**config.mk**
```make
export PLATFORM = sky130hd
export DESIGN_NAME = riscv_data_mw
export DESIGN_NICKNAME = d
export VERILOG_FILES = /design/src/rtl/riscv_data_mw.sv
export SDC_FILE = /design/constraint.sdc
export NUM_CORES = 1
export LEC_CHECK = 0
export ABC_CLOCK_PERIOD_IN_PS = 3060
export CAP_MARGIN = 25
export CORE_AREA = 2 2 158 160
export DETAILED_ROUTE_END_ITERATION = 12
export DIE_AREA = 0 0 160 162
export PLACE_DENSITY = 0.76
export SLEW_MARGIN = 20
export SYNTH_ARGS = -nofsm -noshare
export SYNTH_HDL_FRONTEND = slang
export SYNTH_SLANG_ARGS = --single-unit
```
**constraint.sdc**
```tcl
create_clock -name clk -period 3.06 [get_ports clk]
set_clock_uncertainty 0.05 [all_clocks]
set_input_delay 0.765 -clock clk [delete_from_list [all_inputs] [get_ports clk]]
set_output_delay 0.765 -clock clk [all_outputs]
set_load 0.05 [all_outputs]
```
**src/rtl/riscv_data_mw.sv**
```systemverilog
// riscv_data_mw: memory/writeback stage. Registers the execute-stage result,
// issues one data-memory access per load/store over a valid/ready request
// channel, and drives the register-file write and MW->DX forwarding flags.
module riscv_data_mw #(
  parameter logic [31:0] RESET_PC = 32'h0000_2000
) (
  input  logic        clk,
  input  logic        rst,
  input  logic [31:0] dx_inst,
  input  logic [31:0] dx_pc,
  input  logic [31:0] dx_ALU_out,
  input  logic [31:0] dx_rf_out_B_forwarded,
  output logic        mw_stall,
  output logic [31:0] mw_inst,
  output logic [31:0] mw_pc,
  output logic [31:0] mw_ALU_out,
  output logic [31:0] mw_WBMux_out,
  output logic        hazard_mw_dx_ra,
  output logic        hazard_mw_dx_rb,
  output logic [31:0] rf_write_data,
  output logic [4:0]  rf_rd,
  output logic        rf_regwe,
  output logic        dmem_req_valid,
  input  logic        dmem_req_ready,
  output logic        dmem_req_we,
  output logic [31:0] dmem_req_addr,
  output logic [31:0] dmem_req_wdata,
  output logic [3:0]  dmem_req_wmask,
  input  logic        dmem_resp_valid,
  input  logic [31:0] dmem_resp_data
);

  localparam logic [6:0] OPC_LOAD   = 7'b0000011;
  localparam logic [6:0] OPC_STORE  = 7'b0100011;
  localparam logic [6:0] OPC_OP     = 7'b0110011;
  localparam logic [6:0] OPC_OP_IMM = 7'b0010011;
  localparam logic [6:0] OPC_LUI    = 7'b0110111;
  localparam logic [6:0] OPC_AUIPC  = 7'b0010111;
  localparam logic [6:0] OPC_JAL    = 7'b1101111;
  localparam logic [6:0] OPC_JALR   = 7'b1100111;

  typedef enum logic {S_IDLE, S_WAIT_RESP} state_t;
  state_t state, state_nxt;

  logic [31:0] mw_store_data;
  logic [6:0]  opcode;
  logic [2:0]  funct3;
  logic [4:0]  rd;
  logic [1:0]  byte_off;
  logic        is_load, is_store, is_mem, is_jump, regwe_dec, rd_nz;
  logic [7:0]  ld_byte;
  logic [15:0] ld_half;
  logic [31:0] ld_data;
  logic [3:0]  st_mask;
  logic [31:0] st_data;

  // Stage registers: capture the execute-stage values unless the stage is stalled.
  always_ff @(posedge clk or negedge rst) begin
    if (!rst) begin
      mw_inst       <= '0;
      mw_pc         <= RESET_PC;
      mw_ALU_out    <= '0;
      mw_store_data <= '0;
    end else if (!mw_stall) begin
      mw_inst       <= dx_inst;
      mw_pc         <= dx_pc;
      mw_ALU_out    <= dx_ALU_out;
      mw_store_data <= dx_rf_out_B_forwarded;
    end
  end

  // Instruction field decode and register-write classification.
  always_comb begin
    opcode    = mw_inst[6:0];
    funct3    = mw_inst[14:12];
    rd        = mw_inst[11:7];
    byte_off  = mw_ALU_out[1:0];
    is_load   = (opcode == OPC_LOAD);
    is_store  = (opcode == OPC_STORE);
    is_mem    = is_load | is_store;
    is_jump   = (opcode == OPC_JAL) | (opcode == OPC_JALR);
    rd_nz     = (rd != 5'd0);
    regwe_dec = 1'b0;
    case (opcode)
      OPC_LOAD, OPC_OP, OPC_OP_IMM, OPC_LUI,
      OPC_AUIPC, OPC_JAL, OPC_JALR: regwe_dec = 1'b1;
      default:                      regwe_dec = 1'b0;
    endcase
  end

  // Load extraction from the aligned response word; no misalignment trap.
  always_comb begin
    ld_byte = dmem_resp_data[{byte_off, 3'b000} +: 8];
    ld_half = byte_off[1] ? dmem_resp_data[31:16] : dmem_resp_data[15:0];
    ld_data = dmem_resp_data;
    case (funct3)
      3'b000:  ld_data = {{24{ld_byte[7]}}, ld_byte};
      3'b001:  ld_data = {{16{ld_half[15]}}, ld_half};
      3'b100:  ld_data = {24'd0, ld_byte};
      3'b101:  ld_data = {16'd0, ld_half};
      default: ld_data = dmem_resp_data;
    endcase
  end

  // Store byte enables and lane-replicated write data.
  always_comb begin
    st_mask = '0;
    st_data = mw_store_data;
    case (funct3)
      3'b000: begin
        st_mask = 4'b0001 << byte_off;
        st_data = {4{mw_store_data[7:0]}};
      end
      3'b001: begin
        st_mask = 4'b0011 << {byte_off[1], 1'b0};
        st_data = {2{mw_store_data[15:0]}};
      end
      3'b010:  st_mask = 4'b1111;
      default: st_mask = '0;
    endcase
  end

  // Writeback source select.
  always_comb begin
    if (is_load)      mw_WBMux_out = ld_data;
    else if (is_jump) mw_WBMux_out = mw_pc + 32'd4;
    else              mw_WBMux_out = mw_ALU_out;
  end

  // Memory access state register.
  always_ff @(posedge clk or negedge rst) begin
    if (!rst) state <= S_IDLE;
    else      state <= state_nxt;
  end

  // Request issue, response wait and upstream stall generation.
  always_comb begin
    state_nxt      = state;
    dmem_req_valid = 1'b0;
    mw_stall       = 1'b0;
    case (state)
      S_IDLE: begin
        dmem_req_valid = is_mem;
        if (is_mem) begin
          if (!dmem_req_ready) begin
            mw_stall = 1'b1;
          end else if (is_load) begin
            mw_stall  = 1'b1;
            state_nxt = S_WAIT_RESP;
          end
        end
      end
      S_WAIT_RESP: begin
        mw_stall = !dmem_resp_valid;
        if (dmem_resp_valid) state_nxt = S_IDLE;
      end
      default: state_nxt = S_IDLE;
    endcase
  end

  assign dmem_req_we     = is_store;
  assign dmem_req_addr   = {mw_ALU_out[31:2], 2'b00};
  assign dmem_req_wdata  = st_data;
  assign dmem_req_wmask  = is_store ? st_mask : 4'b0000;

  assign rf_write_data   = mw_WBMux_out;
  assign rf_rd           = rd;
  assign rf_regwe        = regwe_dec & rd_nz & ~mw_stall;

  assign hazard_mw_dx_ra = regwe_dec & rd_nz & (rd == dx_inst[19:15]);
  assign hazard_mw_dx_rb = regwe_dec & rd_nz & (rd == dx_inst[24:20]);

endmodule

```
==> flow_summary.toml, run 1 <==
[worst_hold_path]
hold_path_class = "in -> async"

[layout]
fillers = 2038
fin_util = 0.587
final_area_sq_um = 14100
drive_above_1_share = 0.442
areaGrowthSynthToFinish_pct = 82.7
nets = 1291
regArea_sq_um = 3260
multi_input_area_sq_um = 4510

[global_route]
track_usage = 0.245
grt_overflow = 0
antenna_found_initial = 2
grt_busiest_layer = "met2"
met3_usage = 0.0669
grt_pass1_wl_mm = 48.0
use_met2 = 0.432
grt_max_degree = 73
grtUsageMet1 = 0.280
first_global_vias = 7837

[yosys]
syn-cell-area_sq_um = 7740
synth_edf_count = 0
synthTopCellsByCount = "dfrtp_1, mux2_2, buf_4"
synth_ff_type = "dfrtp_1"
ys_seq_area_frac = 0.417
ys_ff_latch = 129
syn_inst = 726
yosysTopAreaCell = "dfrtp_1"
yosysWarnings = 0
synth_top_area_share = 0.414
ys_types = 61
yosysMostFrequentCell = "dfrtp_1"
syn_area_per_cell_sq_um = 10.7
synth.area.top_cells = "dfrtp_1, mux2_2, buf_4, nand2_1, xnor2_1"
async_flop_share = 1.00

[critical_path]
crit_family = "simple AND/OR/NAND/NOR gates"
required_ns = 2.24
crit_chain = "or4_4 -> or3_4 -> buf_12 -> a21o_1 -> o211ai_1 -> buf_4"
arrival_ns = 2.58
crit_buf_inv = 2
cp-end-kind = "output pin"
critPathMaxFanout = 15
criticalPathCategory = "reg -> out"
critPathLaunchType = "flip-flop"
critical_path.slowest_cell = "or4_4"
ff2ff_setup_slack_ns = 0.73
cp_slowest_stage_delay_ns = 0.59

[power]
p_per_area_nw_per_um2 = 429
p_leak_nw = 5.81
vdd_ir_drop_max_uv = 270
p_total_w = 0.00607

[timing]
finalWorstSetupSlack_ns = -0.339
worst_pin_slew_ns = 0.656
max_freq_mhz = 294
slew_viol_final = 0
hold_viol_final = 0
final.min_clock_period_ns = 3.40
rsz0062_at_grt = "true"
maxSlewHeadroom = 0.562
final-setup-viol-count = 65
period_share = 1.11

[routing]
dr.pass1.iters = 5
drtAntennaViolNets = 0
wl_per_cell_microns = 22.0
via_per_inst = 5.08
vias = 7431
drc = 0
first_iter_violations = 392
drt-total-wl_mm = 32.2

[clock_tree]
clkLatencyLatePin_ns = 0.42
cts_max_path_buffers = 2
cts_root_buf = "clkbuf_16"
cts_tree = "built"
htreeDepth = 4
numCtsBuffers = 17
clk_pin_slew_worst_paths_ns = 0.07
cts_sinks = 129

[placement]
dp_hpwl_mm = 24.3
dpl-instance-area_sq_um = 12700
dp_slack_ns = -0.570
place.gp.congestion = 0.881
portBuffers = 400

[floorplanning]
num_rows = 57
fp.dieH_microns = 162
core_region_area_sq_um = 24100
die_area_sq_um = 25900
boundaryPins = 403
start_util = 0.321
die_w_microns = 160

[flow_run]
drv_cap = 0

[status]
run_status = "finished, violations left"
violations = "negative setup slack"
## repair_timing
action	4_1_cts	5_1_grt
gates resized for setup	120	36
hold buffers	0	0
pin swaps	34	18
cloned	3	0
setup buffers	13	3
setup endpoints to repair	74	77
## worst register-to-register path: stages, from the launching register on
cell     delay, ns
dfrtp_2       0.40
or4_4         0.59
nor3_4        0.27
a21oi_4       0.10
buf_4         0.18
buf_12        0.23
mux2_1        0.39
## power breakdown
part	switching, W	total [W]	internal, W
combinational	0.00123	0.00209	0.000862
sequential	0.000115	0.00192	0.00181
clock	0.000905	0.00205	0.00115
total	0.00225	0.00607	0.00382
## sequential cells by signal, summed over array words and instances (netlist names)
name / count
mw_store_data: 32
mw_ALU_out: 32
state: 1
mw_inst: 32
mw_pc: 32
## cell families (layout without fill, tap and decap cells)
kind of cell / after synthesis / count (layout) / share of synthesized area
compound gates: 110 / 110 / 0.101
xor+xnor: 37 / 37 / 0.0418
fa+ha+maj: 1 / 1 / 0.00162
buf+inv: 131 / 543 / 0.109
flops: 129 / 129 / 0.417
mux: 150 / 150 / 0.218
other cells: 1 / 3 / 0.000484
simple gates: 167 / 167 / 0.111
## area by class of cell
| class | instances | share of cell area |
|---|---|---|
| antenna | 1 | 0.000177 |
| clock buffer | 18 | 0.0303 |
| clock inverter | 14 | 0.0104 |
| inverter | 11 | 0.00380 |
| multi-input combinational | 467 | 0.319 |
| sequential | 129 | 0.230 |
| tap | 324 | 0.0286 |
| timing repair buffer | 500 | 0.377 |
## cell usage in the layout, fill, tap and decap left out, types with 6 or more instances in the layout
cell type / instances
a21o_1: 8
nand3_2: 10
buf_4: 100
nand2_1: 52
buf_8: 17
nor3_1: 7
a21oi_1: 9
nor2_1: 17
clkbuf_16: 17
dfrtp_1: 103
nor3_4: 11
clkdlybuf4s50_1: 296
inv_1: 10
xnor2_1: 16
mux2i_1: 10
a221o_2: 6
dfrtp_2: 25
mux2_1: 14
nand4_1: 6
buf_6: 38
nand3_1: 17
o221ai_4: 6
nor2_4: 8
mux2_2: 125
a21oi_2: 12
xor2_1: 14
o211ai_1: 10
o21ai_0: 13
buf_12: 42
## stage by stage
step                hold WS, ns  instances  TNS, ns
floorplan                 0.419        727    -8.37
global placement          0.436       1413   -23.28
detailed placement        0.442       1413   -24.76
CTS                       0.314       1460   -20.67
global route              0.334       1464   -22.09
finish                    0.306       1464   -16.88
## final timing paths
check | endpoint | start | cells after the start
worst max-delay path | mw_WBMux_out[16] | mw_inst[4] | 6
worst min-delay path | mw_inst[27] | rst | 1
worst max register to register | mw_ALU_out[29] | mw_inst[4] | 6
worst min register to register | mw_store_data[16] | mw_store_data[16] | 1
max in group asynchronous | mw_ALU_out[25] | rst | 2
min in group clk | mw_store_data[16] | mw_store_data[16] | 1
## layer usage
| metal | vias to the layer above | wire length (microns) |
|---|---|---|
| met5 | - | 13 |
| met4 | 2 | 1250 |
| met3 | 65 | 2370 |
| met2 | 388 | 16200 |
| met1 | 3626 | 12400 |
| li1 | 3350 | - |
No activity file was read; power rests on OpenSTA's default activity.
==> run 2: changes to the inputs <==
--- a/config.mk
+++ b/config.mk
@@ -8,6 +8,7 @@
 export ABC_CLOCK_PERIOD_IN_PS = 3060
 export CAP_MARGIN = 25
 export CORE_AREA = 2 2 158 160
+export CTS_CLUSTER_DIAMETER = 120
 export DETAILED_ROUTE_END_ITERATION = 12
 export DIE_AREA = 0 0 160 162
 export PLACE_DENSITY = 0.76
==> results of run 2 <==
Same layout as run 1: the final DEF is identical, and so are final timing and power.
